File: config.mk
export PLATFORM = sky130hd
export DESIGN_NAME = load_store_unit
export DESIGN_NICKNAME = d
export VERILOG_FILES = /design/src/rtl/load_store_unit.sv
export SDC_FILE = /design/constraint.sdc
export NUM_CORES = 1
export LEC_CHECK = 0
export BUFFER_PORTS_ARGS = -buffer_cell sky130_fd_sc_hd__buf_4
export CORE_ASPECT_RATIO = 0.75
export CORE_MARGIN = 4
export CORE_UTILIZATION = 25
export DETAILED_ROUTE_END_ITERATION = 6
export GPL_TIMING_DRIVEN = 0
export PLACE_DENSITY = 0.44
export SYNTH_ARGS = -nofsm -noshare
export SYNTH_HDL_FRONTEND = slang
export SYNTH_SLANG_ARGS = --single-unit
export TNS_END_PERCENT = 1
File: constraint.sdc
create_clock -name CLK -period 3.36 [get_ports CLK]
set_clock_uncertainty 0.2 [all_clocks]
set_input_delay 0.168 -clock CLK [delete_from_list [all_inputs] [get_ports CLK]]
set_output_delay 0.168 -clock CLK [all_outputs]
set_load 0.005 [all_outputs]
File: src/rtl/load_store_unit.sv
// Load/store unit: decodes one load or store request at a time, performs
// byte/halfword extraction and read-modify-write merging against a word-wide
// RAM port, and serves a memory-mapped hardware counter without touching RAM.

`ifndef HARDWARE_COUNTER_ADDR
`define HARDWARE_COUNTER_ADDR 32'h0001_FFF0
`endif

module load_store_unit #(
    parameter logic [31:0] HC_ADDR = `HARDWARE_COUNTER_ADDR,
    parameter int          MEM_AW  = 15
) (
    input  logic              CLK,
    input  logic              RST,
    input  logic              req_valid,
    output logic              req_ready,
    input  logic [31:0]       req_addr,
    input  logic [31:0]       req_wdata,
    input  logic [1:0]        req_store,
    input  logic [2:0]        req_load,
    input  logic [4:0]        req_rd,
    input  logic [31:0]       hc_data,
    output logic [MEM_AW-1:0] mem_addr,
    output logic              mem_re,
    input  logic [31:0]       mem_rdata,
    output logic              mem_we,
    output logic [31:0]       mem_wdata,
    output logic              resp_valid,
    input  logic              resp_ready,
    output logic [31:0]       resp_data,
    output logic [4:0]        resp_rd,
    output logic              resp_err
);

    localparam logic [1:0] ST_SB   = 2'b00;
    localparam logic [1:0] ST_SH   = 2'b01;
    localparam logic [1:0] ST_SW   = 2'b10;
    localparam logic [1:0] ST_NONE = 2'b11;

    localparam logic [2:0] LD_LB   = 3'b000;
    localparam logic [2:0] LD_LH   = 3'b001;
    localparam logic [2:0] LD_LW   = 3'b010;
    localparam logic [2:0] LD_LBU  = 3'b011;
    localparam logic [2:0] LD_LHU  = 3'b100;
    localparam logic [2:0] LD_NONE = 3'b111;

    typedef enum logic [2:0] {
        IDLE  = 3'd0,
        READ  = 3'd1,
        MERGE = 3'd2,
        WRITE = 3'd3,
        RESP  = 3'd4
    } state_t;

    // Returns 1 for opcode combinations and alignments the unit refuses.
    function automatic logic is_illegal(input logic [1:0] st, input logic [2:0] ld,
                                        input logic [1:0] lane);
        logic bad;
        if ((st != ST_NONE) && (ld != LD_NONE)) begin
            bad = 1'b1;
        end else if ((ld == 3'b101) || (ld == 3'b110)) begin
            bad = 1'b1;
        end else if (((ld == LD_LH) || (ld == LD_LHU) || (st == ST_SH)) && (lane == 2'b11)) begin
            bad = 1'b1;
        end else if (((ld == LD_LW) || (st == ST_SW)) && (lane != 2'b00)) begin
            bad = 1'b1;
        end else begin
            bad = 1'b0;
        end
        return bad;
    endfunction

    // Pulls the addressed byte/halfword/word out of a RAM word and extends it.
    function automatic logic [31:0] extract_load(input logic [2:0] ld, input logic [1:0] lane,
                                                 input logic [31:0] word);
        logic [7:0]  b;
        logic [15:0] h;
        logic [31:0] r;
        b = word[{lane, 3'b000} +: 8];
        h = lane[1] ? word[31:16] : word[15:0];
        case (ld)
            LD_LB:   r = {{24{b[7]}}, b};
            LD_LH:   r = {{16{h[15]}}, h};
            LD_LW:   r = word;
            LD_LBU:  r = {24'h00_0000, b};
            LD_LHU:  r = {16'h0000, h};
            default: r = 32'h0000_0000;
        endcase
        return r;
    endfunction

    // Replaces the addressed byte/halfword of a RAM word, keeping the rest.
    function automatic logic [31:0] merge_store(input logic [1:0] st, input logic [1:0] lane,
                                                input logic [31:0] word, input logic [31:0] wd);
        logic [31:0] r;
        r = word;
        case (st)
            ST_SB: r[{lane, 3'b000} +: 8] = wd[7:0];
            ST_SH: begin
                if (lane[1]) begin
                    r[31:16] = wd[15:0];
                end else begin
                    r[15:0] = wd[15:0];
                end
            end
            default: r = wd;
        endcase
        return r;
    endfunction

    state_t              state_r, state_next_s;
    logic [MEM_AW+1:0]   addr_r;
    logic [31:0]         wdata_r;
    logic [1:0]          store_r;
    logic [2:0]          load_r;
    logic [4:0]          rd_r;
    logic                mem_re_r, mem_we_r, resp_valid_r, resp_err_r;
    logic [31:0]         mem_wdata_r, resp_data_r;

    logic accept_s, illegal_s, noop_s, hc_load_s, hc_store_s, fast_resp_s;

    // Classify the incoming request so the IDLE transition can pick its path.
    always_comb begin
        accept_s    = (state_r == IDLE) && req_valid;
        illegal_s   = is_illegal(req_store, req_load, req_addr[1:0]);
        noop_s      = (req_store == ST_NONE) && (req_load == LD_NONE);
        hc_load_s   = !illegal_s && (req_store == ST_NONE) && (req_load == LD_LW)
                      && (req_addr == HC_ADDR);
        hc_store_s  = !illegal_s && (req_store != ST_NONE) && (req_addr == HC_ADDR);
        fast_resp_s = illegal_s || noop_s || hc_load_s || hc_store_s;
    end

    // Next-state selection for the request sequencer.
    always_comb begin
        state_next_s = state_r;
        case (state_r)
            IDLE: begin
                if (req_valid) begin
                    if (fast_resp_s) begin
                        state_next_s = RESP;
                    end else if (req_store == ST_SW) begin
                        state_next_s = WRITE;
                    end else begin
                        state_next_s = READ;
                    end
                end else begin
                    state_next_s = IDLE;
                end
            end
            READ:  state_next_s = MERGE;
            MERGE: begin
                if (store_r != ST_NONE) begin
                    state_next_s = WRITE;
                end else begin
                    state_next_s = RESP;
                end
            end
            WRITE: state_next_s = RESP;
            RESP: begin
                if (resp_ready) begin
                    state_next_s = IDLE;
                end else begin
                    state_next_s = RESP;
                end
            end
            default: state_next_s = IDLE;
        endcase
    end

    // State, strobe and response registers; strobes are decoded from the
    // next state so they appear as clean one-cycle registered pulses.
    always_ff @(posedge CLK) begin
        if (RST) begin
            state_r      <= IDLE;
            addr_r       <= '0;
            wdata_r      <= 32'h0000_0000;
            store_r      <= 2'b00;
            load_r       <= 3'b000;
            rd_r         <= 5'd0;
            mem_re_r     <= 1'b0;
            mem_we_r     <= 1'b0;
            mem_wdata_r  <= 32'h0000_0000;
            resp_valid_r <= 1'b0;
            resp_err_r   <= 1'b0;
            resp_data_r  <= 32'h0000_0000;
        end else begin
            state_r      <= state_next_s;
            mem_re_r     <= (state_next_s == READ);
            mem_we_r     <= (state_next_s == WRITE);
            resp_valid_r <= (state_next_s == RESP);
            if (accept_s) begin
                addr_r      <= req_addr[MEM_AW+1:0];
                wdata_r     <= req_wdata;
                store_r     <= req_store;
                load_r      <= req_load;
                rd_r        <= req_rd;
                resp_err_r  <= illegal_s;
                resp_data_r <= hc_load_s ? hc_data : 32'h0000_0000;
                if ((req_store == ST_SW) && !fast_resp_s) begin
                    mem_wdata_r <= req_wdata;
                end
            end else if (state_r == MERGE) begin
                if (store_r != ST_NONE) begin
                    mem_wdata_r <= merge_store(store_r, addr_r[1:0], mem_rdata, wdata_r);
                end else begin
                    resp_data_r <= extract_load(load_r, addr_r[1:0], mem_rdata);
                end
            end else if ((state_r == RESP) && resp_ready) begin
                resp_data_r <= 32'h0000_0000;
                resp_err_r  <= 1'b0;
            end
        end
    end

    assign req_ready  = (state_r == IDLE) && !RST;
    assign mem_addr   = addr_r[MEM_AW+1:2];
    assign mem_re     = mem_re_r;
    assign mem_we     = mem_we_r;
    assign mem_wdata  = mem_wdata_r;
    assign resp_valid = resp_valid_r;
    assign resp_data  = resp_data_r;
    assign resp_rd    = rd_r;
    assign resp_err   = resp_err_r;

endmodule

# [Word-level counts from Yosys, hierarchy flattened]
# Index checks and enable logic that the tools add are counted.
[classes] add_sub_neg=1 multipliers=0 div_mod_pow=0 order_cmp=0 n_eq_ne=29 n_shift=3 n_mux=28 bitwise_logic=0 reduce_logical=34
[ops] cell="two-way mux 32 bit" count=9
[ops] cell="case mux 32 bit (5 select lines)" count=1
[ops] cell="case mux 32 bit (2 select lines)" count=1
[ops] cell="two-way mux 16 bit" count=3
[ops] cell="bitwise mux 32 bit" count=1
[ops] cell="equality test 32 x 17 -> 1 bit (second input constant)" count=1
[ops] cell="variable shift 8 x 7 -> 32 bit (first input constant)" count=1
[ops] cell="indexed part select 32 x 6 -> 8 bit" count=1
[ops] cell="indexed part select 8 x 7 -> 32 bit" count=1
[ops] cell="equality test 3 bit (second input constant)" count=7
[ops] cell="equality test 3 x 2 -> 1 bit (second input constant)" count=6
[ops] cell="case mux 3 bit (5 select lines)" count=1
[ops] cell="logical AND 1 bit" count=13
[ops] cell="equality test 3 x 1 -> 1 bit (second input constant)" count=4
[ops] cell="two-way mux 3 bit" count=4
[ops] cell="nonzero test 2 bit" count=4
[ops] cell="logical OR 1 bit" count=7
[ops] cell="two-way mux 1 bit" count=7
[ops] cell="negator 5 -> 7 bit" count=1
[ops] cell="equality test 2 bit (second input constant)" count=3
[ops] cell="logical NOT 3 bit" count=2
[ops] cell="inequality test 2 bit (second input constant)" count=3
[ops] cell="inequality test 3 bit (second input constant)" count=2
[ops] cell="equality test 2 x 1 -> 1 bit (second input constant)" count=2
[ops] cell="other kinds (7)" count=10
[word_totals] reg_bits=130 latchBits=0 ram_bits=0 mem_bits_ro=0 inputBits=142 out_inout_bits=89 wordCells=107 mem_count=0

# [Depth between registers and ports, before layout]
[logic_depth] depth_word=17 mapped_depth=10 depth_no_buf=8

# [Worst setup path after synthesis]
# Ideal clock, no wire load.
[synth_path] path_kind="register to register" from="register addr_r[1]" to="register mem_wdata_r[0], in the netlist mem_wdata[0]" setup_ns=0.085 t_arrival_ns=2.412 t_required_ns=3.075 setup_slack_ns=0.662 stages_incl_launch_ff=8 n_path_buf=2 synth_period_minus_slack_ns=2.698 path_cell_list="dfxtp_1 > buf_2 > buf_2 > inv_2 > ha_1 > a2111oi_1 > a222oi_1 > o31ai_2"
[synth_via] elab_chain_len=7 elab_cells_between_ends=9 classes_between="1 x add/sub; 2 x shift; 6 x mux"
[synth_rtl] element="from (decl)" line_no="112" rtl="logic [MEM_AW+1:0] addr_r;"
[synth_rtl] element="from (signal assigned)" line_no="192" rtl="addr_r <= req_addr[MEM_AW+1:0];"
[synth_rtl] element="negator 5 -> 7 bit" line_no="98" rtl="ST_SB: r[{lane, 3'b000} +: 8] = wd[7:0];"
[synth_rtl] element="indexed part select 8 x 7 -> 32 bit / variable shift 8 x 7 -> 32 bit (equally long branches)" line_no="98"
[synth_rtl] element="bitwise mux 32 bit" line_no="98"
[synth_rtl] element="case mux 32 bit (2 select lines) (*)" line_no="97" rtl="case (st)"
[synth_rtl] element="two-way mux 32 bit (*)" line_no="203" rtl="if (store_r != ST_NONE) begin"
[synth_rtl] element="two-way mux 32 bit (*)" line_no="202" rtl="end else if (state_r == MERGE) begin"
[synth_rtl] element="two-way mux 32 bit (*)" line_no="191" rtl="if (accept_s) begin"
[synth_rtl] element="to (signal assigned)" line_no="200" rtl="mem_wdata_r <= req_wdata;"
[synth_rtl] element="to (signal assigned)" line_no="204" rtl="mem_wdata_r <= merge_store(store_r, addr_r[1:0], mem_rdata, wdata_r);"
[synth_rtl] element="to (decl)" line_no="118" rtl="logic [31:0] mem_wdata_r, resp_data_r;"
# Mark *: on every way between the ends. The rest lies on a longest branch, timed or not. The select of a mux whose other input is x is not followed.
# A chain may end at the register's enable or synchronous reset.

# [Worst setup path after layout]
[layout_path] from="register addr_r[1]" to="register mem_wdata_r[28], in the netlist mem_wdata[28]"
# The elaborated chain is that of the path after synthesis.

==> reports/qor.txt <==
worst path required time: 3.51 ns
Hold EP: resp_data[2]
Slew headroom: 0.101
met1 Use GR: 0.311
# diodes: 0
Synth Cell Area: 0.00704 mm2
fin crit share: 0.971
share of layout cells above drive strength 1: 0.269
R2R setup slack: 0.1 ns
final cell count without fillers: 1584
synthesized flop and latch total: 130
PD cells: 471 mW/mm2
synthesized area per cell: 8.03 um2
Starting Density: 0.258
all-layer global routing usage: 0.206
Setup violations, final: 0
Vias/cell: 5.10
GRT overflow: 0
status: finished, final reports clean
vias in the first global route: 7922
initial antenna violation count: 0
Slew @ Worst Pin: 1.34 ns
Fillers: 2835
pre-CTS setup slack: -0.214 ns
RSZ-0062 raised after global routing: yes
post-layout util: 0.395
Startpoint Class: register
most frequent cells in the layout: buf_4 (244), nand2_1 (181), dfxtp_1 (130), a21oi_1 (106), dlygate4sd3_1 (97)
CTS Buffer Depth: 2
Achievable Freq: 0.307 GHz
Post-Synthesis Cells: 877
Die X: 202 um
XOR/XNOR Fraction of Synth Area: 0.00124
Setup WS post-layout: 0.0974 ns
root buffer cell: clkbuf_16
Skew-Pair Late Insertion Delay: 0.43 ns
first-pass GRT wire length: 49.2 mm
gp weighted congestion: 0.944
VDD IR max: 397 uV
max-slew violations: 0
worst hold start: hc_data[2]
# rows: 52
CP Capture Type: register
die boundary height: 153 um
htree depth: 4
cell depth of the worst hold path: 3
Total Power: 5.08 mW
DRT iter0 DRCs: 727
largest family of logic cells by synthesized area: compound AO/OA/AOI/OAI gates
GRT met3 Usage: 0.0536
CTS sink cnt: 130
leakage: 4.27 nW
post-synthesis simple-gate area fraction: 0.241
CTS Buf Count: 17
RR Endpoint: mem_wdata[28]
asr flop ratio synth: 0
most common cell after layout, fill and taps aside: buf_4
number of synthesized flops with an enable pin: 0
final wirelength: 33.0 mm
net count reported at finish: 1369
Die ar.: 0.0309 mm2
DR pass1 iterations: 6
Reg-to-Reg Start: addr_r[1]
R2R depth: 10
net count after synthesis: 1024
Final Hold Fails: 0
synth unique cells: 67
Synth Area in Compound Gates: 0.270
# IOs: 231
CTS tree: built
Critical Path Fanout Max: 10
routed vias: 8081
Port Buffer Count: 229
area grow syn2layout: 53.1%
Yosys warnings: 0
register area share after synthesis: 0.370
DP HPWL: 25.5 mm
Worst Hold Slack: 0.0200 ns
Core ar.: 0.0273 mm2
DRT antenna net count: 0
dpl cells: 1457
Adder-Cell Fraction of Synth Area: 0.00888
met2 Use GR: 0.290
Reg clk slew, reported paths: 0.06 ns
multiplexer share of the synthesized area: 0.0416
pin count of the biggest net entering global routing: 17
class of the worst hold path: in -> reg
DR DRC count: 0
wire per inst: 20.8 um
ys flop type: dfxtp_1
Max Cap Viol: 0
busiest layer in global routing: met1
min Tclk post-route: 3.26 ns
Setup CP Type: reg -> reg
crit path DAT: 3.41 ns
==> kinds of logic after synthesis <==
kind of cell               Yosys count
AOI/OAI and AO/OA                  260
adders and majority gates            5
muxes                               27
buffers and inverters               98
and+or+nand+nor                    356
xor gates and xnor gates             1
DFF                                130
==> flip-flops by register name, summed over array words and instances, names as in the netlist <==
name / cells
mem_we: 1
mem_wdata: 32
resp_rd: 5
load_r: 3
wdata_r: 32
resp_valid: 1
addr_r: 17
resp_err: 1
resp_data: 32
state_r: 3
store_r: 2
mem_re: 1
==> repair_timing <==
action | 4_1_cts | 5_1_grt
endpoints found under the setup margin | 16 | 24
cloned | 0 | 0
endpoints found under the hold margin | 124 | 0
hold buffers | 97 | 0
resized for setup | 2 | 5
setup buffers | 0 | 0
==> critical path, stage by stage, from the launching register on <==
cell and delay [ns]:
dfxtp_1 0.45, clkbuf_4 0.29, clkbuf_4 0.28, inv_2 0.10, ha_1 0.22, or4b_1 0.59, nor3b_4 0.44, a21oi_1 0.13
o21ai_0 0.10, o211ai_1 0.19, o21ai_1 0.19
==> routing by layer <==
metal  part of all wire  up-vias
met4              0.015        0
li1                   -     3879
met3              0.082       38
met2               0.41      369
met1               0.49     3795
met5                  0        -
==> through the flow <==
stage / instance area [um2] / setup TNS (ns)
global placement: 9200 / -1.57
detailed placement: 9200 / -1.76
global route: 10800 / -0.0161
floorplan: 7040 / 0
finish: 10800 / 0
CTS: 10800 / -0.0169
==> cell type report <==
cell class	count	area, um2	area share
Buffer	93	463	0.0429
Clock buffer	26	509	0.0472
Clock inverter	4	72.6	0.00673
Inverter	5	18.8	0.00174
Multi-Input combinational cell	649	3990	0.370
Sequential cell	130	2600	0.241
Tap cell	351	439	0.0407
Timing Repair Buffer	326	2690	0.250
==> worst max path at each step <==
stage	to	cells after the start	startpoint
after floorplan	mem_wdata[0]	7	addr_r[1]
after global placement	mem_wdata[2]	7	addr_r[1]
after detailed placement	mem_wdata[2]	7	addr_r[1]
after CTS	mem_wdata[28]	10	addr_r[1]
after global routing	mem_wdata[28]	10	addr_r[1]
final	mem_wdata[28]	10	addr_r[1]
==> cells in the mapped netlist (2+ instances only) <==
library cell  count  area [um2]
a211oi_1         33         248
a21o_1            2        15.0
a21oi_1         106         531
a221oi_1          8        70.1
a222oi_1         21         210
a22o_1            2        17.5
a2bb2oi_1         5        43.8
a311oi_1          3        26.3
a31oi_1          15        93.8
and2_1            2        12.5
buf_1             6        22.5
buf_2             8        40.0
buf_4            15         113
buf_6             2        22.5
clkbuf_1         60         225
dfxtp_1         130        2600
ha_1              5        62.6
inv_1             4        15.0
mux2_1            3        33.8
mux2_2           15         169
mux2i_1           9        90.1
nand2_1         181         679
nand2b_1          8        50.1
nand3_1          11        55.1
nand4_1           5        31.3
nand4b_1         27         236
nor2_1           62         233
nor2b_1           6        37.5
nor3_1           28         140
nor3b_1           2        15.0
nor4_1            5        31.3
nor4bb_1          2        20.0
o211ai_1          7        52.6
o21a_1            2        15.0
o21ai_0          16        80.1
o21ai_1           3        15.0
o31a_1            2        17.5
o31ai_1           4        30.0
o31ai_2          16         200
o31ai_4           6         128
or2_1             4        25.0
==> power by group <==
part / leakage (nW) / total, mW / switching [mW] / internal, mW
clock network: 0.282 / 1.89 / 0.707 / 1.18
registers: 1.06 / 1.78 / 0.103 / 1.68
logic: 2.93 / 1.41 / 0.793 / 0.615
(Power assumes the default switching activity.)
